[config.mk]
export PLATFORM = sky130hd
export DESIGN_NAME = mem_arbiter
export DESIGN_NICKNAME = d
export VERILOG_FILES = /design/src/rtl/cpu_types_pkg.sv /design/src/rtl/mem_arbiter_rr_picker.sv /design/src/rtl/mem_arbiter.sv
export SDC_FILE = /design/constraint.sdc
export NUM_CORES = 1
export LEC_CHECK = 0
export CORE_AREA = 2 2 170 172
export CTS_CLUSTER_SIZE = 30
export DETAILED_ROUTE_END_ITERATION = 16
export DIE_AREA = 0 0 172 174
export DONT_BUFFER_PORTS = 1
export GPL_ROUTABILITY_DRIVEN = 0
export PLACE_DENSITY_LB_ADDON = 0.15
export REMOVE_ABC_BUFFERS = 1
export SLEW_MARGIN = 30
export SYNTH_ARGS = -nofsm -noshare
export SYNTH_HDL_FRONTEND = slang
export SYNTH_SLANG_ARGS = --single-unit
[constraint.sdc]
create_clock -name CLK -period 2 [get_ports CLK]
set_input_delay 0.4 -clock CLK [delete_from_list [all_inputs] [get_ports CLK]]
set_output_delay 0.4 -clock CLK [all_outputs]
set_load 0.02 [all_outputs]
[src/rtl/cpu_types_pkg.sv]
// Shared CPU-side types: RAM handshake state, machine word and arbiter FSM.
package cpu_types_pkg;
  localparam int WORD_BITS = 32;

  typedef logic [WORD_BITS-1:0] word_t;

  typedef enum logic [1:0] {
    FREE   = 2'd0,
    BUSY   = 2'd1,
    ACCESS = 2'd2,
    ERROR  = 2'd3
  } ramstate_t;

  typedef enum logic {
    IDLE = 1'b0,
    XFER = 1'b1
  } arb_state_t;

  // Kind of the granted request: data vs instruction side, write vs read.
  typedef struct packed {
    logic dside;
    logic wr;
  } src_t;
endpackage

[src/rtl/mem_arbiter_rr_picker.sv]
// Combinational round-robin selector: first requester at or after rr, wrapping.
module rr_picker #(
  parameter int CPUS = 2,
  parameter int PW   = 1
) (
  input  logic [CPUS-1:0] req,
  input  logic [PW-1:0]   rr,
  output logic [PW-1:0]   idx,
  output logic            vld
);
  logic [2*CPUS-1:0] dbl;
  logic [CPUS-1:0]   rot;
  logic [PW:0]       sum;

  // Rotate so rr sits at bit 0, take the lowest set bit, map back to a core index.
  always_comb begin
    dbl = {req, req} >> rr;
    rot = dbl[CPUS-1:0];
    vld = |rot;
    sum = '0;
    for (int k = CPUS-1; k >= 0; k--) begin
      if (rot[k]) sum = {1'b0, rr} + (PW+1)'(k);
    end
    if (sum >= (PW+1)'(CPUS)) sum = sum - (PW+1)'(CPUS);
    idx = sum[PW-1:0];
  end
endmodule

[src/rtl/mem_arbiter.sv]
// Multi-core memory arbiter: one granted cache request at a time onto a single-ported RAM.
module mem_arbiter
  import cpu_types_pkg::*;
#(
  parameter int CPUS   = 2,
  parameter int WORD_W = 32
) (
  input  logic                         CLK,
  input  logic                         nRST,
  input  logic [CPUS-1:0]              iREN,
  input  logic [CPUS-1:0]              dREN,
  input  logic [CPUS-1:0]              dWEN,
  input  logic [CPUS-1:0][WORD_W-1:0]  iaddr,
  input  logic [CPUS-1:0][WORD_W-1:0]  daddr,
  input  logic [CPUS-1:0][WORD_W-1:0]  dstore,
  output logic [CPUS-1:0]              iwait,
  output logic [CPUS-1:0]              dwait,
  output logic [CPUS-1:0][WORD_W-1:0]  iload,
  output logic [CPUS-1:0][WORD_W-1:0]  dload,
  output logic                         ramREN,
  output logic                         ramWEN,
  output logic [WORD_W-1:0]            ramaddr,
  output logic [WORD_W-1:0]            ramstore,
  input  logic [WORD_W-1:0]            ramload,
  input  ramstate_t                    ramstate
);
  localparam int PW = (CPUS > 1) ? $clog2(CPUS) : 1;

  arb_state_t      state;
  logic [PW-1:0]   rr, gcore, win, rr_nxt;
  src_t            gsrc;
  logic [CPUS-1:0] creq;
  logic            win_vld, still, done;

  for (genvar c = 0; c < CPUS; c++) begin : g_req
    assign creq[c] = iREN[c] | dREN[c] | dWEN[c];
  end

  rr_picker #(.CPUS(CPUS), .PW(PW)) u_pick (
    .req (creq),
    .rr  (rr),
    .idx (win),
    .vld (win_vld)
  );

  // Granted source still asking; a drop means abort, and ACCESS only completes while held.
  always_comb begin
    still  = gsrc.dside ? (gsrc.wr ? dWEN[gcore] : dREN[gcore]) : iREN[gcore];
    done   = (state == XFER) && still && (ramstate == ACCESS);
    rr_nxt = (gcore == PW'(CPUS-1)) ? '0 : gcore + PW'(1);
  end

  // Grant/transfer FSM; RAM side is driven only from registers latched at grant.
  always_ff @(posedge CLK or negedge nRST) begin
    if (!nRST) begin
      state    <= IDLE;
      rr       <= '0;
      gcore    <= '0;
      gsrc     <= '0;
      ramREN   <= 1'b0;
      ramWEN   <= 1'b0;
      ramaddr  <= '0;
      ramstore <= '0;
    end else begin
      case (state)
        IDLE: begin
          if (win_vld) begin
            gcore <= win;
            state <= XFER;
            if (dWEN[win]) begin
              gsrc     <= '{dside: 1'b1, wr: 1'b1};
              ramWEN   <= 1'b1;
              ramaddr  <= daddr[win];
              ramstore <= dstore[win];
            end else if (dREN[win]) begin
              gsrc     <= '{dside: 1'b1, wr: 1'b0};
              ramREN   <= 1'b1;
              ramaddr  <= daddr[win];
              ramstore <= dstore[win];
            end else begin
              gsrc     <= '{dside: 1'b0, wr: 1'b0};
              ramREN   <= 1'b1;
              ramaddr  <= iaddr[win];
              ramstore <= '0;
            end
          end
        end
        XFER: begin
          // FREE/BUSY/ERROR keep the request on the bus; ERROR is simply reissued.
          if (!still || ramstate == ACCESS) begin
            state  <= IDLE;
            ramREN <= 1'b0;
            ramWEN <= 1'b0;
            if (still) rr <= rr_nxt;
          end
        end
        default: state <= IDLE;
      endcase
    end
  end

  // Only the granted source sees wait low / load data, and only in its ACCESS cycle.
  always_comb begin
    iwait = '1;
    dwait = '1;
    iload = '0;
    dload = '0;
    if (done) begin
      if (gsrc.dside) begin
        dwait[gcore] = 1'b0;
        if (!gsrc.wr) dload[gcore] = ramload;
      end else begin
        iwait[gcore] = 1'b0;
        iload[gcore] = ramload;
      end
    end
  end
endmodule

==> results.toml <==
[floorplan]
start_util_pct = 17.0
dieArea_um2 = 29900
dieWidth_um = 172
core_area_um2 = 28200
pin_count = 432
chipHeight_um = 174
rows = 62

[critical_path]
crit_start = "state"
critPathMaxFanout = 16
worst-setup-path-type = "register to primary output"
cp_num_buf_inv = 1
worstRegToRegCells = 5
crit_path_top_delay_cell = "and4bb_4"
cp-end-kind = "primary output"
crit_required_ns = 1.60
critical_path.max_stage_delay_ns = 0.41
path_cells = "and3b_2, nand2_2, and4bb_4, buf_12, and2_4"
cp_data_arrival_time_ns = 1.77
r2r-start = "rr"
cp.depth = 5
crit_family = "simple AND/OR/NAND/NOR gates"
crit_path_start_kind = "register"

[hold_path]
hold_class = "input port to async pin"

[grt]
grt_pass1_wl_um = 26800
grt_pass1_vias = 3946
grt_usage_pct = 12.6
grt-ovfl-total = 0
grt_start_max_net_pins = 72
antenna_found_initial = 3

[synthesis]
yosys_warnings = 0
avgSynthCellArea_um2 = 9.32
syn-instance-count = 515
synth_seq_cells = 71
netlist_area_um2 = 4800
ys_seq_area_share_pct = 37.0
synth_cell_type_count = 36

[power_and_ir_drop]
ir_drop_mv = 0.611
p_leak_nw = 2.72
powerDensity_nw_per_um2 = 1390

[timing]
slew_headroom_pct = 66.9
min_period_ns = 2.17
clock_skew_ns = 0.00492
finalHoldViolCount = 71
setup_viol = 97
worstMarginPinSlew_ns = 0.492
finalWorstSetupSlack_ns = -0.166
period_share_pct = 108
slew_viol_final = 0
whs_ns = -0.258
max_freq_mhz = 462
rsz0062_at_grt = "true"

[cells_and_area]
fin_nets = 751
final_area_um2 = 6220
drive_gt1_share_pct = 37.4
syn_to_final_growth_pct = 29.5

[placement]
dp_hpwl_um = 15900
place_area_um2 = 5300
port_buffers = 0
dpl_worst_slack_ns = -0.149

[cts]
numCtsBuffers = 9
cts_max_level = 3
clkTransAtPathRegs_ns = 0.06
clockBufferDepth = 2
cts.sinks = 71
clockRootBuffer = "clkbuf_16"
clk_latency_ns = 0.35
cts_tree = "done"

[drt]
ant_nets = 0
routed_wl_um = 21700
post-route-drc-count = 0
wl_per_cell_um = 23.9
via_per_inst = 4.58
first_pass_iters = 4
drtIter0Drc = 183
num_vias = 4164

[outcome]
outcome = "finished, violations left"
violations = "hold timing, setup timing"

[run]
max-cap-violations = 0
[cells by family (layout without fill, tap and decap cells)]
kind of cell,count (synthesis),count (layout),synth area share [%]
AOI/OAI and AO/OA,80,80,11.5
buffers and inverters,47,54,5.58
DFF,71,71,37.0
muxes,98,98,20.8
other,0,3,0
and+or+nand+nor,219,219,25.2
[layout make-up]
| cell class | count | area (um2) |
|---|---|---|
| timing repair buffer | 34 | 532 |
| sequential | 71 | 1780 |
| clock buffer | 12 | 256 |
| fill | 3091 | 22000 |
| clock inverter | 4 | 53.8 |
| multi-input combinational | 397 | 3100 |
| antenna | 3 | 7.51 |
| inverter | 4 | 15.0 |
| tap | 384 | 480 |
[cell usage after synthesis]
cell,instances,share of area [%]
o31ai_1,1,0.16
a22oi_1,1,0.16
o21a_1,2,0.31
nor2b_1,2,0.26
clkbuf_1,21,1.6
a31oi_1,1,0.13
nand4_1,1,0.13
nor3_1,5,0.52
a21oi_1,1,0.10
buf_4,11,1.7
clkbuf_2,3,0.31
buf_2,4,0.42
nand2_1,72,5.6
or3_1,1,0.13
o221ai_1,32,5.8
a21o_1,2,0.31
mux4_1,1,0.55
o21bai_1,1,0.16
nand3b_1,1,0.16
nor2_1,3,0.23
mux2i_1,97,20
nor4b_4,1,0.49
buf_6,1,0.23
nand2b_1,1,0.13
inv_1,4,0.31
buf_8,3,0.94
and3b_1,2,0.36
nor3_2,1,0.21
a21boi_1,1,0.16
a311o_1,1,0.21
o21ai_0,4,0.42
and4bb_2,1,0.26
and2_1,128,17
o21ai_1,32,3.3
a2bb2oi_1,1,0.18
dfrtp_1,71,37
[power breakdown]
group	switching, mW	internal [mW]	total, mW
clock	0.660	1.04	1.70
sequential	1.50	2.13	3.64
combinational	1.82	1.51	3.34
[final timing paths]
path,endpoint,slack [ns]
hold / removal,ramaddr[6],-0.26
setup reg to reg,ramstore[12],0.13
hold reg to reg,gsrc[0],0.59
setup / recovery,dload[37],-0.17
min in group CLK,ramstore[24],0.23
max in group asynchronous,gcore,2.11
[placed cells by master (no fill, tap or decap), types with 4 or more instances in the layout]
cell type,count
buf_6,5
clkbuf_16,15
o21ai_1,32
buf_4,11
mux2i_1,95
o21ai_0,4
buf_12,10
o221ai_1,32
and2_4,97
dfrtp_1,68
and2_2,31
inv_1,4
nand2_1,70
[per-layer routing]
metal	global-route usage [%]	vias to the layer above	share of wire, %
li1	-	1794	-
met1	12.0	2010	33
met2	24.3	316	55
met3	2.91	44	7.7
met4	7.00	0	4.9
met5	0	-	0
[stage by stage]
step	utilization [%]	TNS (ns)	instances	power (mW)	hold WS (ns)
after detailed placement	18.8	-0.313	872	6.74	0.106
after CTS	20.8	-11.69	893	8.60	-0.284
after global routing	22.0	-20.77	909	9.22	-0.280
after floorplan	-	-404.08	472	5.53	0.104
final	22.0	-11.22	909	8.67	-0.258
after global placement	18.8	-0.231	872	6.67	0.106
[state kept, by name (all words and copies together) (netlist names)]
register and cells:
state 1, ramstore 32, gcore 1, ramWEN 1, rr 1, ramREN 1, gsrc 2, ramaddr 32
[repair_timing]
action,in CTS,in global routing
endpoints found under the hold margin,71,71
gates resized for setup,154,89
endpoints found under the setup margin,133,135
setup buffers,4,4
gates cloned,1,9
pin swaps,4,65
Power figures use the tool's default switching activity.
